File: src/rtl/texture_loader_pkg.sv
// Shared types and constants for the serial texture loader: FSM state enums, sync byte,
// address field widths and the bank one-hot helper.
package texture_loader_pkg;

    localparam logic [7:0]  SYNC_BYTE = 8'hA5;
    localparam int unsigned ADDR_W    = 13;
    localparam int unsigned BANK_W    = 3;
    localparam int unsigned HI_W      = 2;
    localparam int unsigned BRAM_W    = 8;
    localparam int unsigned BANK_LSB  = BRAM_W + HI_W;

    typedef enum logic [2:0] {
        PktHunt,
        PktAddrH,
        PktAddrL,
        PktLenH,
        PktLenL,
        PktData,
        PktCksum
    } pkt_state_e;

    typedef enum logic [2:0] {
        WIdle,
        WSetup,
        WStrobe,
        WHold,
        WInc
    } wr_state_e;

    function automatic logic [7:0] bank_onehot(input logic [BANK_W-1:0] bank);
        logic [7:0] oh;
        oh       = '0;
        oh[bank] = 1'b1;
        return oh;
    endfunction

endpackage

File: src/rtl/serial_deser.sv
// Serial front end: synchronisers, dual-edge bit clock detector, bit counter and the
// sync-hunt shift register. Emits assembled bytes (MSB first) with a one-cycle valid.
module serial_deser
    import texture_loader_pkg::*;
#(
    parameter int unsigned SYNC_STAGES = 3
) (
    input  logic       clk,
    input  logic       reset,
    input  logic       serial_clk,
    input  logic       serial_data,
    input  logic       hunt_i,
    output logic [7:0] byte_o,
    output logic       byte_valid_o,
    output logic       sync_found_o
);

    logic [SYNC_STAGES-1:0] sclk_q;
    logic [SYNC_STAGES-1:0] sdat_q;
    logic                   sclk_last_q;
    logic [7:0]             shift_q;
    logic [2:0]             bit_cnt_q;
    logic                   byte_valid_q;
    logic                   sync_found_q;
    logic                   sample;
    logic [7:0]             shift_next;

    // Either edge of the synchronised bit clock samples the data from the same stage.
    assign sample     = sclk_q[SYNC_STAGES-1] ^ sclk_last_q;
    assign shift_next = {shift_q[6:0], sdat_q[SYNC_STAGES-1]};

    always_ff @(posedge clk) begin
        if (reset) begin
            sclk_q       <= '0;
            sdat_q       <= '0;
            sclk_last_q  <= 1'b0;
            shift_q      <= '0;
            bit_cnt_q    <= '0;
            byte_valid_q <= 1'b0;
            sync_found_q <= 1'b0;
        end else begin
            sclk_q       <= {sclk_q[SYNC_STAGES-2:0], serial_clk};
            sdat_q       <= {sdat_q[SYNC_STAGES-2:0], serial_data};
            sclk_last_q  <= sclk_q[SYNC_STAGES-1];
            byte_valid_q <= 1'b0;
            sync_found_q <= 1'b0;
            if (sample) begin
                shift_q <= shift_next;
                if (hunt_i) begin
                    bit_cnt_q <= '0;
                    if (shift_next == SYNC_BYTE) begin
                        sync_found_q <= 1'b1;
                    end
                end else begin
                    bit_cnt_q <= bit_cnt_q + 3'd1;
                    if (bit_cnt_q == 3'd7) begin
                        byte_valid_q <= 1'b1;
                    end
                end
            end
        end
    end

    assign byte_o       = shift_q;
    assign byte_valid_o = byte_valid_q;
    assign sync_found_o = sync_found_q;

endmodule

File: src/rtl/texture_loader.sv
// Serial texture loader: parses A5-framed packets and writes bytes into 8 BRAM banks.
// Define LOADER_CHECKSUM_EN to expect and check a trailing XOR checksum byte.
module texture_loader
    import texture_loader_pkg::*;
#(
    parameter int unsigned SYNC_STAGES   = 3,
    parameter int unsigned STROBE_CYCLES = 2
) (
    input  logic              clk,
    input  logic              reset,
    input  logic              serial_clk,
    input  logic              serial_data,
    output logic [ADDR_W-1:0] wr_addr,
    output logic [7:0]        wr_data,
    output logic [7:0]        wr_strobe,
    output logic              busy,
    output logic              done,
    output logic              err_cksum,
    output logic              err_overrun
);

`ifdef LOADER_CHECKSUM_EN
    localparam bit CksumEn = 1'b1;
`else
    localparam bit CksumEn = 1'b0;
`endif

    pkt_state_e        pkt_q;
    wr_state_e         wst_q;
    logic [15:0]       cnt_q;
    logic [ADDR_W-1:0] addr_q;
    logic [7:0]        data_q;
    logic [7:0]        strobe_q;
    logic [7:0]        scnt_q;
    logic              busy_q;
    logic              done_q;
    logic              done_pend_q;
    logic              err_ovr_q;
    logic [7:0]        rx_byte;
    logic              rx_valid;
    logic              sync_found;

`ifdef LOADER_CHECKSUM_EN
    logic [7:0]        cksum_q;
    logic              err_ck_q;
`endif

    serial_deser #(
        .SYNC_STAGES (SYNC_STAGES)
    ) u_deser (
        .clk          (clk),
        .reset        (reset),
        .serial_clk   (serial_clk),
        .serial_data  (serial_data),
        .hunt_i       (pkt_q == PktHunt),
        .byte_o       (rx_byte),
        .byte_valid_o (rx_valid),
        .sync_found_o (sync_found)
    );

    always_ff @(posedge clk) begin
        if (reset) begin
            pkt_q       <= PktHunt;
            wst_q       <= WIdle;
            cnt_q       <= '0;
            addr_q      <= '0;
            data_q      <= '0;
            strobe_q    <= '0;
            scnt_q      <= '0;
            busy_q      <= 1'b0;
            done_q      <= 1'b0;
            done_pend_q <= 1'b0;
            err_ovr_q   <= 1'b0;
`ifdef LOADER_CHECKSUM_EN
            cksum_q     <= '0;
            err_ck_q    <= 1'b0;
`endif
        end else begin
            done_q <= 1'b0;

            unique case (wst_q)
                WIdle: ;
                WSetup: begin
                    wst_q    <= WStrobe;
                    strobe_q <= bank_onehot(addr_q[BANK_LSB +: BANK_W]);
                    scnt_q   <= '0;
                end
                WStrobe: begin
                    if (scnt_q == 8'(STROBE_CYCLES - 1)) begin
                        strobe_q <= '0;
                        wst_q    <= WHold;
                    end else begin
                        scnt_q <= scnt_q + 8'd1;
                    end
                end
                WHold: wst_q <= WInc;
                WInc: begin
                    addr_q <= addr_q + 13'd1;
                    wst_q  <= WIdle;
                end
                default: wst_q <= WIdle;
            endcase

            if (pkt_q == PktHunt && sync_found) begin
                pkt_q  <= PktAddrH;
                busy_q <= 1'b1;
`ifdef LOADER_CHECKSUM_EN
                cksum_q <= '0;
`endif
            end else if (rx_valid) begin
`ifdef LOADER_CHECKSUM_EN
                if (pkt_q != PktCksum) begin
                    cksum_q <= cksum_q ^ rx_byte;
                end
`endif
                case (pkt_q)
                    PktAddrH: begin
                        addr_q[ADDR_W-1:BRAM_W] <= rx_byte[ADDR_W-BRAM_W-1:0];
                        pkt_q <= PktAddrL;
                    end
                    PktAddrL: begin
                        addr_q[BRAM_W-1:0] <= rx_byte;
                        pkt_q <= PktLenH;
                    end
                    PktLenH: begin
                        cnt_q[15:8] <= rx_byte;
                        pkt_q <= PktLenL;
                    end
                    PktLenL: begin
                        cnt_q[7:0] <= rx_byte;
                        if ({cnt_q[15:8], rx_byte} == 16'd0) begin
                            if (CksumEn) begin
                                pkt_q <= PktCksum;
                            end else begin
                                pkt_q       <= PktHunt;
                                done_pend_q <= 1'b1;
                            end
                        end else begin
                            pkt_q <= PktData;
                        end
                    end
                    PktData: begin
                        cnt_q <= cnt_q - 16'd1;
                        // A byte arriving mid-write is lost but still consumes its slot.
                        if (wst_q == WIdle) begin
                            data_q <= rx_byte;
                            wst_q  <= WSetup;
                        end else begin
                            err_ovr_q <= 1'b1;
                        end
                        if (cnt_q == 16'd1) begin
                            if (CksumEn) begin
                                pkt_q <= PktCksum;
                            end else begin
                                pkt_q       <= PktHunt;
                                done_pend_q <= 1'b1;
                            end
                        end
                    end
                    PktCksum: begin
`ifdef LOADER_CHECKSUM_EN
                        if (rx_byte != cksum_q) begin
                            err_ck_q <= 1'b1;
                        end
`endif
                        pkt_q       <= PktHunt;
                        done_pend_q <= 1'b1;
                    end
                    default: ;
                endcase
            end

            // Completion waits for the last write to drain back to idle.
            if (done_pend_q && wst_q == WIdle) begin
                done_q      <= 1'b1;
                busy_q      <= 1'b0;
                done_pend_q <= 1'b0;
            end
        end
    end

    assign wr_addr     = addr_q;
    assign wr_data     = data_q;
    assign wr_strobe   = strobe_q;
    assign busy        = busy_q;
    assign done        = done_q;
    assign err_overrun = err_ovr_q;
`ifdef LOADER_CHECKSUM_EN
    assign err_cksum   = err_ck_q;
`else
    assign err_cksum   = 1'b0;
`endif

endmodule

File: config.mk
export PLATFORM = sky130hd
export DESIGN_NAME = texture_loader
export DESIGN_NICKNAME = d
export VERILOG_FILES = /design/src/rtl/texture_loader_pkg.sv /design/src/rtl/serial_deser.sv /design/src/rtl/texture_loader.sv
export SDC_FILE = /design/constraint.sdc
export NUM_CORES = 1
export LEC_CHECK = 0
export BUFFER_PORTS_ARGS = -buffer_cell sky130_fd_sc_hd__buf_2
export CAP_MARGIN = 15
export CELL_PAD_IN_SITES_DETAIL_PLACEMENT = 0
export CELL_PAD_IN_SITES_GLOBAL_PLACEMENT = 1
export CORE_ASPECT_RATIO = 1.4
export CORE_UTILIZATION = 48
export CTS_CLUSTER_DIAMETER = 50
export CTS_CLUSTER_SIZE = 30
export DETAILED_ROUTE_END_ITERATION = 10
export PLACE_DENSITY_LB_ADDON = 0.1
export SYNTH_ARGS = -nofsm -noshare
export SYNTH_HDL_FRONTEND = slang
export SYNTH_SLANG_ARGS = --single-unit
export TNS_END_PERCENT = 1
File: constraint.sdc
create_clock -name clk -period 3.7 [get_ports clk]
set_clock_uncertainty 0.2 [all_clocks]
set_input_delay 0.185 -clock clk [delete_from_list [all_inputs] [get_ports clk]]
set_output_delay 0.185 -clock clk [all_outputs]
set_load 0.05 [all_outputs]
---- Word-level counts from Yosys, hierarchy flattened ----
Cells that the tools add are included.
storage, ports and cells
  register bits after elaboration ......... 83
  input port bits ......................... 4
  output and inout port bits .............. 33
  word-level logic and storage cells ...... 107
cells by class
  $add $sub $neg .......................... 4
  order comparisons ....................... 2
  equal/unequal tests ..................... 19
  muxes and demuxes ....................... 31
  bitwise operators ....................... 5
  reductions and logical operators ........ 26
operators with widths
  operator               count
  $pmux 8 s2             4
  $mux 13                3
  $mux 3                 8
  $mux 8                 3
  $pmux 3 s6             1
  $eq 16x1->1 const B    1
  $logic_not 16->1       1
  $sub 16x1->16 const B  1
  $eq 3x3->1 const B     5
  $add 13x1->13 const B  1
  $eq 3x2->1 const B     4
  $pmux 3 s4             1
  $reduce_and 3->1       4
  $add 8x1->8 const B    1
  $eq 8x1->1 const B     1
  $eq 8x8->1 const B     1
  $mux 1                 8
  $ne 2x2->1 const B     4
  $reduce_and 4->1       2
  $reduce_bool 2->1      4
  $reduce_bool 7->1      1
  $eq 3x1->1 const B     2
  $logic_not 3->1        2
  $reduce_bool 6->1      1
  other kinds (15)       23

---- Depth between registers and ports, before layout ----
Gate-level depths: netlist of run 1.
  depth in word-level cells ............... 7
  mapped depth ............................ 7
  gate-level depth less buffers ........... 6

---- By module ----
From an unflattened synthesis of run 1, not the netlist that was laid out.
unflattened totals
  cells, all modules ...................... 457
  area, all modules ....................... 4048.9 um^2
modules (own cells, without submodules)
  module          instances  cells an instance  area an instance (um^2)  seq. area each (um^2)
  texture_loader  1          393                3270.6                   1261.2
  serial_deser    1          64                 778.2                    400.4

---- Least setup slack after synthesis of run 1 ----
OpenSTA, ideal clock, no wires.
  path kind ............................... register -> register
  start ................................... reg scnt_q[0]
  end ..................................... reg strobe_q[5], in the netlist wr_strobe[5]
  library setup time ...................... 0.070 ns
  data arrival time ....................... 1.995 ns
  required time ........................... 3.430 ns
  setup slack ............................. 1.434 ns
  stages on the path, launching flop included .. 6
  buffers on the path ..................... 0
  path through ............................ dfxtp_1 -> ha_1 -> or4b_4 -> o31a_1 -> or4_1 -> a21oi_1
between the ends
  word-level cells in the longest chain between the ends .. 3
RTL lines
  item                        RTL line              text
  start, declared             texture_loader.sv:34  logic [7:0] scnt_q;
  start signal, assigned      texture_loader.sv:93  scnt_q <= scnt_q + 8'd1;
  $eq 8x1->1                  texture_loader.sv:89  if (scnt_q == 8'(STROBE_CYCLES - 1)) begin
  $ne 2x2->1 (no line)        -
  $reduce_and 2->1 (no line)  -
  end signal, assigned        texture_loader.sv:85  strobe_q <= bank_onehot(addr_q[BANK_LSB +: BANK_W]);
  end, declared               texture_loader.sv:33  logic [7:0] strobe_q;
Every way passes these cells.
A chain may end at the register's enable or synchronous reset.

---- Worst setup path after layout of run 1 ----
  start ................................... reg wst_q[2]
  end ..................................... reg addr_q[11], in the netlist wr_addr[11]
between the ends
  word-level cells in the longest chain between the ends .. 5
RTL lines
  item                           RTL line               text
  start, declared                texture_loader.sv:29   wr_state_e wst_q;
  start signal, assigned         texture_loader.sv:64   wst_q <= WIdle;
  start signal, assigned         texture_loader.sv:84   wst_q <= WStrobe;
  start signal, assigned         texture_loader.sv:91   wst_q <= WHold;
  $eq 3x3->1 (*)                 texture_loader.sv:81   unique case (wst_q)
  $mux 13 (*)                    texture_loader.sv:81
  $mux 5                         texture_loader.sv:116  case (pkt_q)
  $mux 13                        texture_loader.sv:110  end else if (rx_valid) begin
  $mux 13 (*)                    texture_loader.sv:104  if (pkt_q == PktHunt && sync_found) begin
  end signal, assigned           texture_loader.sv:98   addr_q <= addr_q + 13'd1;
  end signal, assigned by index  texture_loader.sv:118  addr_q[ADDR_W-1:BRAM_W] <= rx_byte[ADDR_W-BRAM_W-1:0];
  end signal, assigned by index  texture_loader.sv:122  addr_q[BRAM_W-1:0] <= rx_byte;
  end, declared                  texture_loader.sv:31   logic [ADDR_W-1:0] addr_q;
Every way passes the cells marked *; elsewhere a longest branch is shown, timed or not.

==> results of run 1 <==
routing by layer:
metal	up-vias	track usage, %	routed length (um)
met2	59	45.6	5580
met5	-	0	0
li1	1852	-	-
met4	0	8.81	189
met1	1750	31.1	4600
met3	14	4.03	285
cell type report:
cell class / instances / area, um2 / area share [%]
Multi-Input combinational cell: 375 / 2270 / 48.6
Sequential cell: 83 / 1660 / 35.5
Clock buffer: 13 / 270 / 5.78
Timing Repair Buffer: 44 / 248 / 5.30
Tap cell: 102 / 128 / 2.73
Clock inverter: 3 / 68.8 / 1.47
Inverter: 8 / 30.0 / 0.642
logic make-up after synthesis:
family,Yosys count
mux,12
xor+xnor,16
simple gates,221
buf+inv,41
fa+ha+maj,7
compound gates,118
other cells,1
flops,83
cell usage in the layout, fill, tap and decap left out, types with 11 or more instances in the layout:
cell,instances
dfxtp_1,83
nand2_1,50
a21oi_1,43
nor2_1,38
buf_2,35
o21ai_0,23
nor3_1,19
a211oi_1,19
nand3_1,18
nand2b_1,14
nor2b_1,12
nor4_1,11
xnor2_1,11
final timing paths:
path                                       endpoint  slack (ns)  cells past startpoint
worst min-delay path            u_deser.sclk_last_q        0.22                      2
worst max-delay path                    wr_addr[11]        1.22                      4
worst min register to register    u_deser.sclk_q[2]        0.24                      1
worst max register to register          wr_addr[11]        1.22                      4
per-stage QoR:
step / total power, uW / hold WS [ns] / setup slack (ns) / area (um2)
after floorplan: 940 / 0.113 / 1.43 / 4100
after global placement: 950 / 0.192 / 1.31 / 4320
after detailed placement: 950 / 0.205 / 1.26 / 4320
after CTS: 1950 / 0.213 / 1.25 / 4680
after global routing: 1980 / 0.239 / 0.992 / 4680
final: 1930 / 0.217 / 1.22 / 4680
state kept, by name (all words and copies together), names as in the netlist, 3 cells and up:
register,flops
wr_strobe,8
u_deser.sdat_q,3
wr_addr,13
u_deser.sclk_q,3
wr_data,8
pkt_q,3
cnt_q,16
u_deser.bit_cnt_q,3
wst_q,3
u_deser.byte_o,8
scnt_q,8
what timing repair did:
| action | in CTS | in global routing |
|---|---|---|
| buffers inserted | 0 | 0 |
| endpoints found under the hold margin | 2 | 0 |
| hold buffers | 2 | 0 |
power breakdown:
group          leakage (uW)  switching (uW)  internal [uW]
clock              0.000166             352            648
sequential         0.000669            1.27            896
combinational      0.000894            24.6           9.25
total               0.00173             378           1550
==> impl_results.md, run 1 <==
* Clock Path Buffers at 2
* Drt pass-1 iters at 5
* Status: finished clean
* Routed Antenna Nets at 0
* Die area at 8910 um2
* CP startpoint kind: flop
* Synth top area cells: dfxtp_1 41%, a21oi_1 5.3%, nand2_1 4.6%
* Root Driver: clkbuf_16
* Port Buf Inserts at 35
* Leakage at 0.00173 uW
* Max Clk Rate at between 0.4 and 0.5 GHz
* Placed cells at just over 600
* Power Density at just over 400 nW/um2
* Top_reg_cell synth: dfxtp_1
* Synth Warn # at 0
* Clock Latency Late Sink at about 0.34 ns
* First-pass GRT wire length at 17.7 mm
* Post-Layout Cell Count at between 600 and 700
* Post-synth top area cell: dfxtp_1
* Crit path from: wst_q[2]
* Average wire per standard cell at 17.0 um
* Die height at between 100 and 150 um
* Final hold vios at 0
* TritonCTS Buffers at 9
* Max cap viols at 0
* Worst-path fanout max at 26
* Hold WC Path Type: in -> reg
* Number of max-slew violations in the final report at 0
* Critical path endpoint category: flop
* GPL Wtd Cong at about 0.86
* Synth Area per Inst at about 8 um2
* DIE WIDTH at 80.1 um
* Synth unique cells at 57
* Worst-Margin Slew at slightly above 1 ns
* I/O pin total at 37
* Bufs and invs on worst path at 0
* RSZ-0062 raised after global routing: no
* Synthesized area at about 4000 um2
* Synth Area in Adders at 2.14%
* Post-synthesis register bit count at 83
* R2r startpoint: wst_q[2]
* DRC viols at 0
* Num rows at 39
* H-tree depth at 3
* Post_cts resized at 0
* Syn_nets at between 500 and 600
* Setup TNS at 0 ns
* Post-Synth Simple-Gate Area at between 20 and 30%
* Layout cell share with drive strength beyond 1 at about 13%
* Gr usage total at between 20% and 30%
* CTS tree: yes
* # fillers at slightly above 800
* DPL Wire Length at roughly 7.5 mm
* Antenna violations before repair at 0
* Minimum clock period at 2.48 ns
* Post-synthesis mux area share at under 10%
* Final WL at about 11 mm
* Post-synth EDFFs at 0
* Pin count of the biggest net entering global routing at 38
* Synth Area in XOR/XNOR at around 3.4%
* Top post-synthesis cells by count: 83 x dfxtp_1, 50 x nand2_1, 43 x a21oi_1
* CP delay by family, top: simple AND/OR/NAND/NOR gates
* Relative slew margins at 30.6%
* Mapped Cells at around 500
* Hold path start: reset
* Clk slew on worst S/H paths at 0.06 ns
* Avg Vias per Cell at approximately 5.9
* WP data arrival at 2.53 ns
* Crit Path Class: reg -> reg
* Top-count cell post-synth: dfxtp_1
* Synth Area in Compound Gates at approximately 18%
* Slowest stage delay, CP at approximately 0.8 ns
* Starting Density at 50.0%
* Ys async rst share at 0%
* Post-layout util at between 50 and 60%
* Peak supply drop at slightly below 0.0003 V
* DRT iter0 DRCs at 217
* Largest family of logic cells by synthesized area: simple AND/OR/NAND/NOR gates
* Core ar. at around 8200 um2
* Num Clock Sinks at 83
* Grt total ovfl at 0
* Final period util at ~67%
* CP Data Required Time at approximately 3.8 ns
* Seq/Total Area, Yosys at between 40 and 50%
* Worst path cell trace: nor3b_2 > nand3_1 > or4_1 > a311oi_1
* Vias in the first global route at 3552
* Nets@finish at ~530
* Total number of vias at between 3000 and 4000
* Slowest-stage cell, CP: dfxtp_1
* Number of inserted diodes at 0
* Share of the synthesized area in the top cell type at 40.6%
* Synthesis-to-finish area growth at 14.2%
* Setup Viol. Count Final at 0
No activity file was read; power rests on OpenSTA's default activity.
==> run 2, diff against run 1 <==
--- a/config.mk
+++ b/config.mk
@@ -10,7 +10,7 @@
 export CELL_PAD_IN_SITES_DETAIL_PLACEMENT = 0
 export CELL_PAD_IN_SITES_GLOBAL_PLACEMENT = 1
 export CORE_ASPECT_RATIO = 1.4
-export CORE_UTILIZATION = 48
+export CORE_UTILIZATION = 44
 export CTS_CLUSTER_DIAMETER = 50
 export CTS_CLUSTER_SIZE = 30
 export DETAILED_ROUTE_END_ITERATION = 10
==> constraint.sdc (replaced) <==
create_clock -name clk -period 2.3 [get_ports clk]
set_clock_uncertainty 0.2 [all_clocks]
set_input_delay 0.115 -clock clk [delete_from_list [all_inputs] [get_ports clk]]
set_output_delay 0.115 -clock clk [all_outputs]
set_load 0.05 [all_outputs]
==> impl_results.md, run 2 (same netlist as run 1, synthesis figures left out) <==
* Relative slew margins at a little over half
* Nets@finish at 557
* M1 GR Usage at about 28%
* Post-Layout Cell Count at ~660
* Worst-Margin Slew at slightly below 0.7 ns
* Vias in the first global route at roughly 3600
* DRT iter0 DRCs at ~180
* Routed Antenna Nets at 0
* Total number of vias at approximately 3700
* Number of max-slew violations in the final report at 0
* Drt pass-1 iters at 4
* Slowest-stage cell, CP: or4_1
* CP delay by family, top: simple AND/OR/NAND/NOR gates
* Bufs and invs on worst path at 1
* CTS tree: yes
* H-tree depth at 3
* Worst-path fanout max at 4
* Largest register FFs at 16
* Num rows at around 40
* Root Driver: clkbuf_16
* Gr usage total at a little under a quarter
* Commonest cells after routing, fill and taps aside: 83 x dfxtp_1, 50 x nand2_1, 43 x a21oi_1, 38 x nor2_1, 35 x buf_2
* Final period util at a little over nine tenths
* I/O pin total at 37
* DPL Wire Length at between 7 and 8 mm
* Worst path cell trace: inv_1 > ha_1 > or4b_4 > o31a_1 > or4_1 > a21oi_1
* Setup Viol. Count Final at 0
* Status: finished clean
* Critical path endpoint category: flop
* DRC viols at 0
* Slowest stage delay, CP at 0.51 ns
* Starting Density at between 40% and 50%
* Setup TNS at 0 ns
* Peak supply drop at between 0.0004 and 0.0005 V
* Total power draw at approximately 3000 uW
* Grt met3 use at ~3.5%
* Met2 usage in global routing at approximately 43%
* GPL Wtd Cong at 0.861
* Layout cell share with drive strength beyond 1 at 16.5%
* Average wire per standard cell at around 17 um
* Crit Path Class: reg -> reg
* TritonCTS Buffers at 9
* Minimum clock period at between 2 and 2.5 ns
* Post-layout util at a little over half
* Max cap viols at 0
* Avg Vias per Cell at 5.69
* Clock Latency Late Sink at approximately 0.34 ns
* Port Buf Inserts at 35
* CP Data Required Time at approximately 2.4 ns
* WP data arrival at ~2.3 ns
* Clock Path Buffers at 2
* Die area at 9700 um2
* Die height at 116 um
* Max Clk Rate at between 0.4 and 0.5 GHz
* CP startpoint kind: flop
* Pin count of the biggest net entering global routing at 24
* DIE WIDTH at between 80 and 90 um
* GR peak layer: met2
* Commonest non-fill, non-tap cell in the layout: dfxtp_1
* First-pass GRT wire length at 18.2 mm
* Grt total ovfl at 0
* Power Density at 611 nW/um2
* Core ar. at around 9000 um2
* Number of inserted diodes at 0
* Antenna violations before repair at 0
* Hold WC Path Type: reg -> reg
* Placed cells at between 600 and 700
* Final WL at between 10 and 15 mm
* # Post-CTS Setup Buffers at 0
* Largest Register: cnt_q
* Synthesis-to-finish area growth at 18.0%
* Clk slew on worst S/H paths at about 0.06 ns
* Final hold vios at 0
* Leakage at 0.00183 uW
* RSZ-0062 raised after global routing: no
* Num Clock Sinks at 83
[run 2: cell types whose count changed in the layout (fill, tap and decap cells not counted), sizes merged]
| cell | before | now |
|---|---|---|
| clkinv | 1 | 3 |
| dlygate4sd3 | 2 | 3 |
| clkbuf | 13 | 11 |
| bufinv | 2 | 1 |
| clkinvlp | 0 | 1 |
| buf | 42 | 66 |
[run 2: metal layers]
metal  vias to the layer above  wire, um
li1                       1899         -
met1                      1768      4580
met2                        66      5810
met3                        13       401
met4                         0       173
met5                         -         0
[run 2: path summary, 6_finish.rpt]
| path | start | depth (start not counted) | to | slack, ns |
|---|---|---|---|---|
| worst min register to register | u_deser.sdat_q[0] | 1 | u_deser.sdat_q[1] | 0.24 |
| worst max register to register | scnt_q[1] | 6 | wr_strobe[7] | 0.1 |
| worst max-delay path | scnt_q[1] | 6 | wr_strobe[7] | 0.1 |
| worst min-delay path | u_deser.sdat_q[0] | 1 | u_deser.sdat_q[1] | 0.24 |
[run 2: worst register-to-register path, cell delays in order (launching register included)]
cell and delay, ns:
dfxtp_1 0.31, inv_1 0.06, ha_1 0.14, or4b_4 0.48, o31a_1 0.30, or4_1 0.51
a21oi_1 0.15
[run 2: area by class of cell]
class                      count  area [um2]
clock buffer                  11         243
clock inverter                 5        52.6
fill                         909        4200
inverter                       8        30.0
multi-input combinational    375        2270
sequential                    83        1660
tap                          107         134
timing repair buffer          69         438
[run 2: timing repair]
item	CTS	global route
endpoints found under the hold margin	4	0
resized for setup	0	0
hold buffers	3	0
setup endpoints to repair	0	2
[run 2: power by group]
part,switching [uW],internal (uW),leakage [uW],total (uW)
registers,1.59,1440,0.000669,1440
clock network,585,865,0.000145,1450
logic,40.7,18.3,0.00102,59.0
total,627,2330,0.00183,2950
[run 2: through the flow]
| stage | cell area (um2) | worst slack (ns) | hold slack (ns) |
|---|---|---|---|
| after detailed placement | 4510 | 0.0764 | 0.128 |
| after global placement | 4510 | 0.102 | 0.122 |
| after floorplan | 4100 | 0.0345 | 0.0432 |
| final | 4830 | 0.0977 | 0.244 |
| after global routing | 4830 | 0.0162 | 0.267 |
| after CTS | 4830 | 0.0552 | 0.245 |
